## config.mk

```make
export PLATFORM = sky130hd
export DESIGN_NAME = fgen_flat
export DESIGN_NICKNAME = d
export VERILOG_FILES = /design/src/rtl/fgen_pkg.sv /design/src/rtl/fgen_if.sv /design/src/rtl/fgen_phase_acc.sv /design/src/rtl/fgen.sv /design/src/flat_wrapper.sv
export SDC_FILE = /design/constraint.sdc
export NUM_CORES = 1
export LEC_CHECK = 0
export ABC_AREA = 1
export BUFFER_PORTS_ARGS = -buffer_cell sky130_fd_sc_hd__clkbuf_2
export CAP_MARGIN = 20
export CORE_MARGIN = 8
export CORE_UTILIZATION = 35
export DETAILED_ROUTE_END_ITERATION = 7
export HOLD_SLACK_MARGIN = 0.08
export SLEW_MARGIN = 20
export SYNTH_ARGS = -nofsm -noshare
export SYNTH_HDL_FRONTEND = slang
export SYNTH_SLANG_ARGS = --single-unit
```

## constraint.sdc

```tcl
create_clock -name clk -period 4.2 [get_ports clk]
set_input_delay 1.05 -clock clk [delete_from_list [all_inputs] [get_ports clk]]
set_output_delay 1.05 -clock clk [all_outputs]
set_load 0.005 [all_outputs]
```

## src/rtl/fgen_pkg.sv

```systemverilog
// Shared constants, widths and FSM encoding for the square-wave frequency generator.
package fgen_pkg;

  localparam int F_CLK_DFLT = 40000;  // clock frequency, hundreds of Hz
  localparam int F_MAX_DFLT = 15000;  // largest accepted frequency word
  localparam int ACC_W      = 17;     // phase accumulator width
  localparam int FW_W       = 14;     // frequency word width

  typedef enum logic {
    IDLE,
    RUN
  } state_t;

  // Accumulator increment is twice the frequency word: one toggle per wrap.
  function automatic logic [ACC_W-1:0] inc_of(input logic [FW_W-1:0] f);
    return {{(ACC_W-FW_W-1){1'b0}}, f, 1'b0};
  endfunction

endpackage

```

## src/rtl/fgen_if.sv

```systemverilog
// Frequency-load handshake and generated-signal outputs of fgen.
interface fgen_if;
  import fgen_pkg::*;

  logic [FW_W-1:0] f_in;
  logic            f_load;
  logic            busy;
  logic            f_ack;
  logic            err;
  logic            sig;
  logic            sig_rise;

  modport master (
    output f_in, f_load,
    input  busy, f_ack, err, sig, sig_rise
  );

  modport slave (
    input  f_in, f_load,
    output busy, f_ack, err, sig, sig_rise
  );

endinterface

```

## src/rtl/fgen_phase_acc.sv

```systemverilog
// Modulo-F_CLK phase accumulator; sig toggles on every wrap, sig_rise marks 0->1.
// Outputs are registered (1 cycle after the wrapping step); i_clr forces acc/sig low.
module fgen_phase_acc
  import fgen_pkg::*;
#(
  parameter int F_CLK = F_CLK_DFLT
) (
  input  logic             clk,
  input  logic             reset,
  input  logic             i_run,
  input  logic             i_clr,
  input  logic [ACC_W-1:0] i_inc,
  output logic             o_wrap,
  output logic             o_sig,
  output logic             o_sig_rise
);

  logic [ACC_W-1:0] r_acc;
  logic             r_sig;
  logic             r_sig_rise;
  logic [ACC_W-1:0] w_sum;
  logic             w_wrap;

  assign w_sum  = r_acc + i_inc;
  assign w_wrap = i_run && (w_sum >= ACC_W'(F_CLK));

  always_ff @(posedge clk or posedge reset) begin
    if (reset) begin
      r_acc      <= '0;
      r_sig      <= 1'b0;
      r_sig_rise <= 1'b0;
    end else if (i_clr) begin
      r_acc      <= '0;
      r_sig      <= 1'b0;
      r_sig_rise <= 1'b0;
    end else if (i_run) begin
      r_acc      <= w_wrap ? (w_sum - ACC_W'(F_CLK)) : w_sum;
      r_sig      <= r_sig ^ w_wrap;
      r_sig_rise <= w_wrap & ~r_sig;
    end else begin
      r_sig_rise <= 1'b0;
    end
  end

  assign o_wrap     = w_wrap;
  assign o_sig      = r_sig;
  assign o_sig_rise = r_sig_rise;

endmodule

```

## src/rtl/fgen.sv

```systemverilog
// Square-wave generator: accepted words apply 1 cycle after busy in IDLE, or at the next
// falling edge of sig in RUN; no backpressure, a later load simply overwrites the pending word.
module fgen
  import fgen_pkg::*;
#(
  parameter int F_CLK = F_CLK_DFLT,
  parameter int F_MAX = F_MAX_DFLT
) (
  input logic  clk,
  input logic  reset,
  fgen_if.slave fg
);

  state_t           r_state;
  state_t           w_state_nxt;
  logic [FW_W-1:0]  r_pend;
  logic [ACC_W-1:0] r_inc;
  logic             r_busy;
  logic             r_f_ack;
  logic             r_err;

  logic w_load_ok;
  logic w_load_bad;
  logic w_apply;
  logic w_clr;
  logic w_run;
  logic w_wrap;
  logic w_sig;
  logic w_sig_rise;

  assign w_load_ok  = fg.f_load && (fg.f_in <= FW_W'(F_MAX));
  assign w_load_bad = fg.f_load && !w_load_ok;
  assign w_run      = (r_state == RUN);
  // A zero word parks the generator: accumulator and sig are forced low.
  assign w_clr      = w_apply && (r_pend == '0);

  always_comb begin
    w_state_nxt = r_state;
    w_apply     = 1'b0;
    case (r_state)
      IDLE: begin
        if (r_busy) begin
          w_apply     = 1'b1;
          w_state_nxt = (r_pend != '0) ? RUN : IDLE;
        end
      end
      RUN: begin
        // Only switch on a 1->0 toggle so the output never shows a runt pulse.
        if (r_busy && w_wrap && w_sig) begin
          w_apply = 1'b1;
          if (r_pend == '0) begin
            w_state_nxt = IDLE;
          end
        end
      end
      default: w_state_nxt = IDLE;
    endcase
  end

  always_ff @(posedge clk or posedge reset) begin
    if (reset) begin
      r_state <= IDLE;
    end else begin
      r_state <= w_state_nxt;
    end
  end

  always_ff @(posedge clk or posedge reset) begin
    if (reset) begin
      r_pend  <= '0;
      r_inc   <= '0;
      r_busy  <= 1'b0;
      r_f_ack <= 1'b0;
      r_err   <= 1'b0;
    end else begin
      r_f_ack <= w_apply;
      r_err   <= w_load_bad;
      r_busy  <= w_load_ok | (r_busy & ~w_apply);
      if (w_load_ok) begin
        r_pend <= fg.f_in;
      end
      if (w_apply) begin
        r_inc <= inc_of(r_pend);
      end
    end
  end

  fgen_phase_acc #(
    .F_CLK(F_CLK)
  ) u_phase_acc (
    .clk       (clk),
    .reset     (reset),
    .i_run     (w_run),
    .i_clr     (w_clr),
    .i_inc     (r_inc),
    .o_wrap    (w_wrap),
    .o_sig     (w_sig),
    .o_sig_rise(w_sig_rise)
  );

  assign fg.busy     = r_busy;
  assign fg.f_ack    = r_f_ack;
  assign fg.err      = r_err;
  assign fg.sig      = w_sig;
  assign fg.sig_rise = w_sig_rise;

endmodule

```

## src/flat_wrapper.sv

```systemverilog
// flat-port wrapper written by rule: the top's interface ports become plain ports
module fgen_flat import fgen_pkg::*;
#(
  parameter int F_CLK = F_CLK_DFLT,
  parameter int F_MAX = F_MAX_DFLT
)
  (clk, reset, fg_f_in, fg_f_load, fg_busy, fg_f_ack, fg_err, fg_sig, fg_sig_rise);
  fgen_if fg_i ();
  input logic clk;
  input logic reset;
  input wire logic [$bits(fg_i.f_in)-1:0] fg_f_in;
  input wire logic [$bits(fg_i.f_load)-1:0] fg_f_load;
  output wire logic [$bits(fg_i.busy)-1:0] fg_busy;
  output wire logic [$bits(fg_i.f_ack)-1:0] fg_f_ack;
  output wire logic [$bits(fg_i.err)-1:0] fg_err;
  output wire logic [$bits(fg_i.sig)-1:0] fg_sig;
  output wire logic [$bits(fg_i.sig_rise)-1:0] fg_sig_rise;
  assign fg_i.f_in = fg_f_in;
  assign fg_i.f_load = fg_f_load;
  assign fg_busy = fg_i.busy;
  assign fg_f_ack = fg_i.f_ack;
  assign fg_err = fg_i.err;
  assign fg_sig = fg_i.sig;
  assign fg_sig_rise = fg_i.sig_rise;
  fgen #(.F_CLK(F_CLK), .F_MAX(F_MAX)) u_core (.clk(clk), .reset(reset), .fg(fg_i));
endmodule
```

==> results.sh <==
export IMPL_post_cts_buffers=0
export IMPL_cts_sinks=50
export IMPL_grt_pass1_vias=3104
export IMPL_placed_area_mm2=0.00373
export IMPL_preCtsSetupSlack_ns=0.640
export IMPL_drtIter0Drc=188
export IMPL_multi_input_area_mm2=0.00198
export IMPL_setup_viol=0
export IMPL_period_minus_slack_ns=3.58
export IMPL_cts_buffer_depth=2
export IMPL_whs_ns=0.481
export IMPL_yosysWarningCount=0
export IMPL_clkTransAtPathRegs_ns=0.09
export IMPL_yosysSeqAreaShare_pct=35.3
export IMPL_avgViaCountPerCell=4.70
export IMPL_grtUsageMet1_pct=16.6
export IMPL_grtUsageMet3_pct=2.48
export IMPL_register_area_mm2=0.00125
export IMPL_slew_headroom_pct=42.2
export IMPL_dieHeight_um=117
export IMPL_wl_um=8110
export IMPL_die_x_um=117
export IMPL_syn_inst=486
export IMPL_avgSynthCellArea_um2=7.30
export IMPL_hold_class="register to register"
export IMPL_antenna_found_initial=0
export IMPL_end_kind="register"
export IMPL_ys_types=40
export IMPL_fillerInstances=1061
export IMPL_synth_seq_cells=50
export IMPL_dieArea_mm2=0.0136
export IMPL_fin_crit_sh_pct=85.3
export IMPL_hold_viol=0
export IMPL_first_pass_iters=4
export IMPL_ctsResizeCount=0
export IMPL_busiest_layer="met2"
export IMPL_place_gp_congestion=0.865
export IMPL_dp_hpwl_um=6330
export IMPL_crit_path_start_kind="register"
export IMPL_layout_drive_gt1_share_pct=14.3
export IMPL_synthesis_area_mm2=0.00355
export IMPL_start_util_pct=36.1
export IMPL_final_area_mm2=0.00384
export IMPL_cap_viol_max_count=0
export IMPL_synth_area_leaders="dfrtp_1 35%, nand2_1 21%, nand3_1 7.6%"
export IMPL_cp_arrival_ns=3.79
export IMPL_crit_fanout=11
export IMPL_synthToLayoutAreaGrowth_pct=8.25
export IMPL_setup_ws_ns=0.618
export IMPL_skew_ns=0.00648
export IMPL_use_met2_pct=21.4
export IMPL_rows=36
export IMPL_finalSetupTns_ns=0
export IMPL_rsz0062_at_grt="no"
export IMPL_grt_max_degree=51
export IMPL_cts_hold_buf=0
export IMPL_numCtsBuffers=5
export IMPL_grt_pass1_wl_um=14300
export IMPL_insertion_delay_ns=0.31
export IMPL_ant_nets=0
export IMPL_core_area_mm2=0.00982
export IMPL_fin_nets=538
export IMPL_syn_nets=521
export IMPL_port_buffer_count=21
export IMPL_vias=2993
export IMPL_cts_tree="done"
export IMPL_synth_top_area_cell="dfrtp_1"
export IMPL_antenna_cells=0
export IMPL_io_pins=22
export IMPL_drc=0
export IMPL_crit_required_ns=4.41
export IMPL_outcome="complete, no violations"
export IMPL_tightest_slew_ns=0.866
export IMPL_grt_usage_pct=13.2
export IMPL_finalMaxSlewViolations=0
export IMPL_htree_levels=2
export IMPL_path_class="register to register"
export IMPL_synth_top_area_share_pct=35.3
export IMPL_post_drt_wl_per_cell_um=12.7
export IMPL_grt_ovfl_total=0
export IMPL_root_buffer="clkbuf_8"
export IMPL_reg2reg_slack_ns=0.62
export IMPL_max_freq_mhz=279
-- logic make-up after synthesis --
| logic type | share of synthesized area (%) |
|---|---|
| AOI/OAI and AO/OA | 6.03 |
| xor gates and xnor gates | 3.46 |
| adders and majority gates | 6.56 |
| buffers and inverters | 8.89 |
| DFF | 35.3 |
| and+or+nand+nor | 39.8 |
-- worst max-delay path, cell delays in order (launching register included) --
cell	delay (ns)
dfrtp_1	0.39
ha_1	0.26
fa_1	0.43
nand2_1	0.10
nand2_2	0.08
nand3_2	0.07
nand3_1	0.07
nand2_1	0.13
inv_1	0.07
ha_1	0.20
nand2_1	0.06
nor3_1	0.04
nand3_1	0.08
nand4_1	0.09
nand2_1	0.08
nand2_1	0.06
nand2_2	0.07
nand2_4	0.09
nand2_1	0.30
inv_1	0.21
ha_1	0.32
nor2_1	0.04
o21a_1	0.20
-- layout by cell type (no fill, tap or decap), types with 6 or more instances in the layout --
master	count
nand3_1	54
nor2_1	16
ha_1	17
nand2_1	198
dfrtp_1	50
o21ai_2	7
nand2_2	12
inv_1	54
clkbuf_2	21
a21oi_1	8
xor2_1	6
-- worst paths after layout --
kind	startpoint	to	cells after the start
hold / removal	u_core.r_pend[12]	u_core.r_pend[12]	2
max in group asynchronous	reset	u_core.fg.busy	2
min in group asynchronous	reset	u_core.r_pend[3]	2
hold reg to reg	u_core.r_pend[12]	u_core.r_pend[12]	2
setup reg to reg	u_core.u_phase_acc.r_acc[1]	u_core.u_phase_acc.o_sig	22
setup / recovery	u_core.u_phase_acc.r_acc[1]	u_core.u_phase_acc.o_sig	22
-- registers in the layout (all words and copies together), names as in the netlist --
signal	count
u_core.u_phase_acc.o_sig	1
u_core.u_phase_acc.r_acc	16
u_core.fg.f_ack	1
u_core.fg.busy	1
u_core.u_phase_acc.o_sig_rise	1
u_core.r_state	1
u_core.r_inc	14
u_core.r_pend	14
u_core.fg.err	1
-- per-stage QoR --
step,std cells,utilization (%)
global placement,629,38.0
global route,637,39.1
CTS,637,39.1
floorplan,486,-
finish,637,39.1
detailed placement,629,38.0
-- cells in the mapped netlist, drive strengths merged --
library cell / count
nor3: 3
nand2: 213
ha: 17
nor2: 21
nor4: 3
dfrtp: 50
buf: 8
clkbuf: 4
o21ai: 11
fa: 1
o31a: 1
nand3: 59
xnor2: 3
o2111ai: 1
xor2: 8
or2: 1
a31oi: 2
a21oi: 10
o21a: 2
nand4: 5
a21o: 2
nand3b: 3
inv: 58
-- layout make-up --
cell class	instances	area share, %
Clock inverter	2	0.977
Timing Repair Buffer	22	2.93
Tap cell	133	4.33
Clock buffer	6	1.89
Inverter	58	5.70
Sequential cell	50	32.6
Multi-Input combinational cell	366	51.6
-- metal layers --
layer  vias up  routed length, µm
met5         -                  0
met4         0                214
met3        18                367
met2        69               3700
met1      1339               3820
li1       1567                  -
Power is not shown: default switching activity piles up to over one toggle a cycle in this logic, so the estimate is an artifact.
